===== src/rtl/uart_byte_rx_pkg.sv =====
// uart_byte_rx_pkg: shared constants, receiver state encodings and a parity helper
// for the UART byte receiver.
package uart_byte_rx_pkg;

  localparam int UART_DATA_BITS       = 8;
  localparam int DEFAULT_CLKS_PER_BIT = 868;

  // Receiver state encodings, kept as plain 3-bit constants so other blocks
  // (debug taps, status registers) can decode the state without the enum type.
  localparam logic [2:0] RX_ST_IDLE   = 3'd0;
  localparam logic [2:0] RX_ST_START  = 3'd1;
  localparam logic [2:0] RX_ST_DATA   = 3'd2;
  localparam logic [2:0] RX_ST_PARITY = 3'd3;
  localparam logic [2:0] RX_ST_STOP   = 3'd4;
  localparam logic [2:0] RX_ST_BREAK  = 3'd5;

  typedef enum logic [2:0] {
    RX_IDLE   = RX_ST_IDLE,
    RX_START  = RX_ST_START,
    RX_DATA   = RX_ST_DATA,
    RX_PARITY = RX_ST_PARITY,
    RX_STOP   = RX_ST_STOP,
    RX_BREAK  = RX_ST_BREAK
  } rx_state_e;

  // Parity bit that a transmitter appends to data: even sense makes the total
  // count of ones even, odd sense makes it odd.
  function automatic logic parity_bit(input logic [UART_DATA_BITS-1:0] data,
                                      input logic                      odd);
    return (^data) ^ odd;
  endfunction

endpackage


===== src/rtl/uart_byte_rx_if.sv =====
// uart_byte_rx_if: serial line plus the byte/strobe bundle handed to input_handler.
// master = receiver (consumes rx, produces bytes); slave = line driver / consumer.
interface uart_byte_rx_if;
  import uart_byte_rx_pkg::*;

  logic                      rx;
  logic [UART_DATA_BITS-1:0] byte_out;
  logic                      byte_available;
  logic                      framing_error;
  logic                      parity_error;
  logic                      busy;

  modport master (
    input  rx,
    output byte_out, byte_available, framing_error, parity_error, busy
  );

  modport slave (
    output rx,
    input  byte_out, byte_available, framing_error, parity_error, busy
  );

endinterface


===== src/rtl/uart_byte_rx_sync_2ff.sv =====
// sync_2ff: generic two-flop synchronizer for a single asynchronous input.
// RST_VAL sets the value both flops take during reset (idle level of the line).
module sync_2ff #(
  parameter logic RST_VAL = 1'b1
) (
  input  logic clk,
  input  logic rst,
  input  logic d_i,
  output logic q_o
);

  logic meta_q;
  logic sync_q;

  // Two-stage capture of the asynchronous input into the clk domain.
  always_ff @(posedge clk) begin
    if (rst) begin
      meta_q <= RST_VAL;
      sync_q <= RST_VAL;
    end else begin
      meta_q <= d_i;
      sync_q <= meta_q;
    end
  end

  assign q_o = sync_q;

endmodule


===== src/rtl/uart_byte_rx.sv =====
// uart_byte_rx: 8-bit asynchronous UART receiver, LSB first, mid-bit sampling.
// Good bytes appear on byte_out with a one-cycle byte_available strobe; frames
// with a bad stop bit (or bad parity) are dropped and flagged with a strobe.
// Optional feature: define UART_RX_PARITY_EN for 8E1/8O1 (sense from PARITY_ODD);
// without it the receiver is 8N1 and parity_error is tied low.
module uart_byte_rx
  import uart_byte_rx_pkg::*;
#(
  parameter int CLKS_PER_BIT = DEFAULT_CLKS_PER_BIT,
  parameter bit PARITY_ODD   = 1'b0
) (
  input  logic           clk,
  input  logic           rst,
  uart_byte_rx_if.master bus
);

  localparam int CLK_W = $clog2(CLKS_PER_BIT);
  localparam int BIT_W = $clog2(UART_DATA_BITS);
  localparam logic [CLK_W-1:0] HALF_BIT = CLK_W'(CLKS_PER_BIT / 2);
  localparam logic [CLK_W-1:0] LAST_CLK = CLK_W'(CLKS_PER_BIT - 1);
  localparam logic [BIT_W-1:0] LAST_BIT = BIT_W'(UART_DATA_BITS - 1);

  logic rx_s;

  rx_state_e                 state_q,     state_d;
  logic [CLK_W-1:0]          clk_cnt_q,   clk_cnt_d;
  logic [BIT_W-1:0]          bit_cnt_q,   bit_cnt_d;
  logic [UART_DATA_BITS-1:0] shift_q,     shift_d;
  logic [UART_DATA_BITS-1:0] byte_out_q,  byte_out_d;
  logic                      byte_avl_q,  byte_avl_d;
  logic                      frame_err_q, frame_err_d;
  logic                      busy_q;
`ifdef UART_RX_PARITY_EN
  logic                      par_bad_q,   par_bad_d;
  logic                      par_err_q,   par_err_d;
`else
  logic                      unused_parity_odd;
`endif

  sync_2ff #(.RST_VAL(1'b1)) u_rx_sync (
    .clk (clk),
    .rst (rst),
    .d_i (bus.rx),
    .q_o (rx_s)
  );

  // Next-state, datapath and strobe decode for the receive FSM.
  always_comb begin
    state_d     = state_q;
    clk_cnt_d   = clk_cnt_q + CLK_W'(1);
    bit_cnt_d   = bit_cnt_q;
    shift_d     = shift_q;
    byte_out_d  = byte_out_q;
    byte_avl_d  = 1'b0;
    frame_err_d = 1'b0;
`ifdef UART_RX_PARITY_EN
    par_bad_d   = par_bad_q;
    par_err_d   = 1'b0;
`endif

    case (state_q)
      RX_IDLE: begin
        // Counter held at zero so the first START cycle sees count 0.
        clk_cnt_d = '0;
        if (!rx_s) begin
          state_d = RX_START;
        end else begin
          state_d = RX_IDLE;
        end
      end

      RX_START: begin
        if (clk_cnt_q == HALF_BIT) begin
          clk_cnt_d = '0;
          bit_cnt_d = '0;
          // A line back high at mid start bit was a glitch, not a frame.
          if (rx_s) begin
            state_d = RX_IDLE;
          end else begin
            state_d = RX_DATA;
          end
        end else begin
          state_d = RX_START;
        end
      end

      RX_DATA: begin
        if (clk_cnt_q == LAST_CLK) begin
          clk_cnt_d = '0;
          shift_d   = {rx_s, shift_q[UART_DATA_BITS-1:1]};
          if (bit_cnt_q == LAST_BIT) begin
`ifdef UART_RX_PARITY_EN
            state_d = RX_PARITY;
`else
            state_d = RX_STOP;
`endif
          end else begin
            bit_cnt_d = bit_cnt_q + BIT_W'(1);
          end
        end else begin
          state_d = RX_DATA;
        end
      end

`ifdef UART_RX_PARITY_EN
      RX_PARITY: begin
        if (clk_cnt_q == LAST_CLK) begin
          clk_cnt_d = '0;
          par_bad_d = (rx_s != parity_bit(shift_q, PARITY_ODD));
          state_d   = RX_STOP;
        end else begin
          state_d = RX_PARITY;
        end
      end
`endif

      RX_STOP: begin
        if (clk_cnt_q == LAST_CLK) begin
          clk_cnt_d = '0;
          if (!rx_s) begin
            // Stop bit low: drop the byte and park until the line recovers.
            frame_err_d = 1'b1;
            state_d     = RX_BREAK;
          end else begin
            state_d = RX_IDLE;
`ifdef UART_RX_PARITY_EN
            if (par_bad_q) begin
              par_err_d = 1'b1;
            end else begin
              byte_out_d = shift_q;
              byte_avl_d = 1'b1;
            end
`else
            byte_out_d = shift_q;
            byte_avl_d = 1'b1;
`endif
          end
        end else begin
          state_d = RX_STOP;
        end
      end

      RX_BREAK: begin
        clk_cnt_d = '0;
        if (rx_s) begin
          state_d = RX_IDLE;
        end else begin
          state_d = RX_BREAK;
        end
      end

      default: begin
        clk_cnt_d = '0;
        state_d   = RX_IDLE;
      end
    endcase
  end

  // FSM state, counters, shift register and registered outputs.
  always_ff @(posedge clk) begin
    if (rst) begin
      state_q     <= RX_IDLE;
      clk_cnt_q   <= '0;
      bit_cnt_q   <= '0;
      shift_q     <= '0;
      byte_out_q  <= '0;
      byte_avl_q  <= 1'b0;
      frame_err_q <= 1'b0;
      busy_q      <= 1'b0;
    end else begin
      state_q     <= state_d;
      clk_cnt_q   <= clk_cnt_d;
      bit_cnt_q   <= bit_cnt_d;
      shift_q     <= shift_d;
      byte_out_q  <= byte_out_d;
      byte_avl_q  <= byte_avl_d;
      frame_err_q <= frame_err_d;
      busy_q      <= (state_d != RX_IDLE);
    end
  end

`ifdef UART_RX_PARITY_EN
  // Parity check result and parity error strobe.
  always_ff @(posedge clk) begin
    if (rst) begin
      par_bad_q <= 1'b0;
      par_err_q <= 1'b0;
    end else begin
      par_bad_q <= par_bad_d;
      par_err_q <= par_err_d;
    end
  end

  assign bus.parity_error = par_err_q;
`else
  assign bus.parity_error = 1'b0;
  assign unused_parity_odd = PARITY_ODD;
`endif

  assign bus.byte_out       = byte_out_q;
  assign bus.byte_available = byte_avl_q;
  assign bus.framing_error  = frame_err_q;
  assign bus.busy           = busy_q;

endmodule

===== src/flat_wrapper.sv =====
// flat-port wrapper written by rule: the top's interface ports become plain ports
module uart_byte_rx_flat import uart_byte_rx_pkg::*;
#(
  parameter int CLKS_PER_BIT = DEFAULT_CLKS_PER_BIT,
  parameter bit PARITY_ODD   = 1'b0
)
  (clk, rst, bus_rx, bus_byte_out, bus_byte_available, bus_framing_error, bus_parity_error, bus_busy);
  uart_byte_rx_if bus_i ();
  input  logic clk;
  input  logic rst;
  input wire logic [$bits(bus_i.rx)-1:0] bus_rx;
  output wire logic [$bits(bus_i.byte_out)-1:0] bus_byte_out;
  output wire logic [$bits(bus_i.byte_available)-1:0] bus_byte_available;
  output wire logic [$bits(bus_i.framing_error)-1:0] bus_framing_error;
  output wire logic [$bits(bus_i.parity_error)-1:0] bus_parity_error;
  output wire logic [$bits(bus_i.busy)-1:0] bus_busy;
  assign bus_i.rx = bus_rx;
  assign bus_byte_out = bus_i.byte_out;
  assign bus_byte_available = bus_i.byte_available;
  assign bus_framing_error = bus_i.framing_error;
  assign bus_parity_error = bus_i.parity_error;
  assign bus_busy = bus_i.busy;
  uart_byte_rx #(.CLKS_PER_BIT(CLKS_PER_BIT), .PARITY_ODD(PARITY_ODD)) u_core (.clk(clk), .rst(rst), .bus(bus_i));
endmodule

===== config.mk =====
export PLATFORM = sky130hd
export DESIGN_NAME = uart_byte_rx_flat
export DESIGN_NICKNAME = d
export VERILOG_FILES = /design/src/rtl/uart_byte_rx_pkg.sv /design/src/rtl/uart_byte_rx_if.sv /design/src/rtl/uart_byte_rx_sync_2ff.sv /design/src/rtl/uart_byte_rx.sv /design/src/flat_wrapper.sv
export SDC_FILE = /design/constraint.sdc
export NUM_CORES = 1
export LEC_CHECK = 0
export ABC_CLOCK_PERIOD_IN_PS = 1700
export BUFFER_PORTS_ARGS = -buffer_cell sky130_fd_sc_hd__buf_2
export CAP_MARGIN = 20
export CORE_ASPECT_RATIO = 0.6
export CORE_UTILIZATION = 51
export CTS_CLUSTER_DIAMETER = 60
export DETAILED_ROUTE_END_ITERATION = 8
export PLACE_DENSITY = 0.73
export SLEW_MARGIN = 40
export SYNTH_ARGS = -nofsm -noshare
export SYNTH_HDL_FRONTEND = slang
export SYNTH_SLANG_ARGS = --single-unit

===== constraint.sdc =====
create_clock -name clk -period 1.7 [get_ports clk]
set_clock_uncertainty 0.05 [all_clocks]
set_input_delay 0.34 -clock clk [delete_from_list [all_inputs] [get_ports clk]]
set_output_delay 0.34 -clock clk [all_outputs]
set_load 0.05 [all_outputs]

==> run metrics <==
via count=1246; MaxCap Viol Count=0; PortBufs=13; setup ws final=-0.0501 ns; failing checks=negative setup slack; Synth warnings=0; num rows=15; Static Leakage=0.743 nW; outcome=finished with violations; WP data arrival=1.86 ns; layout net count=202; total power=1.80 mW; dominant synthesized flop cell=dfxtp_1; HP Class=input port to register; Mapped Cells=168; CP max FO=8; sequential area share after synthesis=47.4%; DRT Pass-1 Iters=4; CTS Sinks=37; Slew Viols, Final=0; CTS Buf Count=5; Detailed Place HPWL=2160 um; num ports=15; final worst path period need=1.75 ns; RSZ-0062 raised after global routing=yes; Post-synth ARST share=0%; WL/cell=12.8 um; CTS Root Buffer Type=clkbuf_8; Syn Std Cell Area=1560 um2; Yosys reg bits=37; share of cells above drive strength 1=27.6%; Antenna Diode Count=0; Congestion Overflow GR=0; 1st-iter DRT viols=45; clock-pin slew on the worst setup and hold paths=0.07 ns; VDD IR-drop max=0.468 mV; Pwr per Cell Area=929 nW/um2; initial antenna violation count=0; core area=2890 um2; Final Hold Fails=0; clock tree from TritonCTS=yes; effective utilization at floorplan=54.1%; Placed Area=1770 um2; Critical Path RT=1.81 ns; Placed Instances=229; library cells used by synthesis=39; routed wire length=3050 um; part of the cycle the worst path needs=103%; most frequent cells in the layout=dfxtp_1 (35), nor2_1 (22), buf_4 (14); Final ANT Viol Nets=0; first-pass GRT wire length=5000 um; reg-to-reg slack, setup=-0.05 ns; largest net degree at the start of global routing=26; post-synthesis area per instance=9.31 um2; gr usage total=20.6%; crit path kind=register to register; fmax=571 MHz; final setup violation count=9; maximum clock insertion buffer count=2; Die ar.=3300 um2; Final Non-Filler Cells=238; CP startpoint kind=register; area grow syn2layout=23.8%; Util after Layout=67.0%; EDFF count, synth=0; Die Height=44.9 um; fillers=239; area leader, netlist=dfxtp_1; Die X=73.5 um; clock latency on the worst-skew pair=0.29 ns; H-tree depth=2; commonest non-fill, non-tap cell in the layout=dfxtp_1; Final Cell Area=1940 um2; Crit. End Element=register; vias per cell=5.24; RePlAce Congestion=0.778; Synth top area share=47.4%; syn_nets=175; Synth area leaders=dfxtp_1 (47%), nor2_1 (6.0%), mux2i_1 (5.1%); detailed-route DRC error count=0; vias in the first global route=1098
==> worst paths after layout <==
| path | startpoint | endpoint | cells after the start |
|---|---|---|---|
| worst min-delay path | bus_rx | u_core.u_rx_sync.meta_q | 2 |
| worst max register to register | u_core.clk_cnt_q[0] | u_core.bus.byte_out[2] | 7 |
| worst min register to register | u_core.u_rx_sync.meta_q | u_core.u_rx_sync.q_o | 1 |
| worst max-delay path | u_core.clk_cnt_q[0] | u_core.bus.byte_out[2] | 7 |
==> power by group <==
| part | internal [mW] | leakage (nW) | switching (mW) |
|---|---|---|---|
| Sequential | 0.871 | 0.300 | 0.00518 |
| Combinational | 0.0121 | 0.375 | 0.0289 |
| Clock | 0.582 | 0.0681 | 0.299 |
==> Yosys cell counts, types with 2 or more instances <==
master,number
ha_1,4
nand3_1,13
mux2i_1,8
and3_1,4
inv_1,2
a21boi_1,2
and4bb_1,2
nor2_1,25
buf_2,2
and4_1,2
nor3b_2,2
or2_2,2
buf_6,2
nand2_1,13
a21oi_1,11
nand2b_1,4
xor2_1,3
clkbuf_1,4
nor4bb_1,2
dfxtp_1,37
xnor2_1,6
==> worst max-delay path, cell delays in order, from the launching register on <==
cell	delay, ns
dfxtp_4	0.37
ha_4	0.13
and4bb_1	0.24
and3_4	0.20
and4bb_2	0.26
buf_12	0.14
mux2i_1	0.18
nor2_1	0.06
==> layer usage <==
layer,routed length (um),vias up,global-route usage (%)
li1,-,624,-
met1,1520,594,27.6
met2,1350,23,31.7
met3,141,5,6.03
met4,31,0,8.08
met5,0,-,0
==> flip-flops by register name, indices dropped and copies added (netlist names) <==
name / count
u_core.bus.byte_out: 8
u_core.shift_q: 8
u_core.clk_cnt_q: 10
u_core.bus.byte_available: 1
u_core.bus.busy: 1
u_core.u_rx_sync.meta_q: 1
u_core.u_rx_sync.q_o: 1
u_core.bus.framing_error: 1
u_core.bit_cnt_q: 3
u_core.state_q: 3
==> cells by family after synthesis <==
logic type / synth area share [%]
and+or+nand+nor: 27.0
DFF: 47.4
AOI/OAI and AO/OA: 8.08
buffers and inverters: 4.00
xor gates and xnor gates: 5.04
muxes: 5.12
adders and majority gates: 3.20
other: 0.240
==> repair_timing <==
item | in CTS | in global routing
buffers inserted | 1 | 0
hold buffers | 0 | 0
gates resized for setup | 7 | 2
endpoints found under the setup margin | 19 | 26
pin swaps | 1 | 1
cloned | 0 | 0
==> layout make-up <==
class	count	area (um2)	area share, %
Inverter	2	7.51	0.388
Clock buffer	5	68.8	3.56
Sequential cell	37	746	38.5
Clock inverter	3	65.1	3.36
Timing Repair Buffer	29	201	10.4
Multi-Input combinational cell	120	795	41.0
Tap cell	42	52.6	2.71
==> through the flow <==
| step | setup TNS (ns) | hold slack (ns) | setup slack (ns) |
|---|---|---|---|
| floorplan | 0 | 0.339 | 0.0139 |
| global placement | 0 | 0.352 | 0.0278 |
| detailed placement | -0.0797 | 0.365 | -0.0191 |
| CTS | -0.0822 | 0.180 | -0.0275 |
| global route | -2.28 | 0.185 | -0.145 |
| finish | -0.321 | 0.186 | -0.0501 |
No activity file was read; power rests on OpenSTA's default activity.
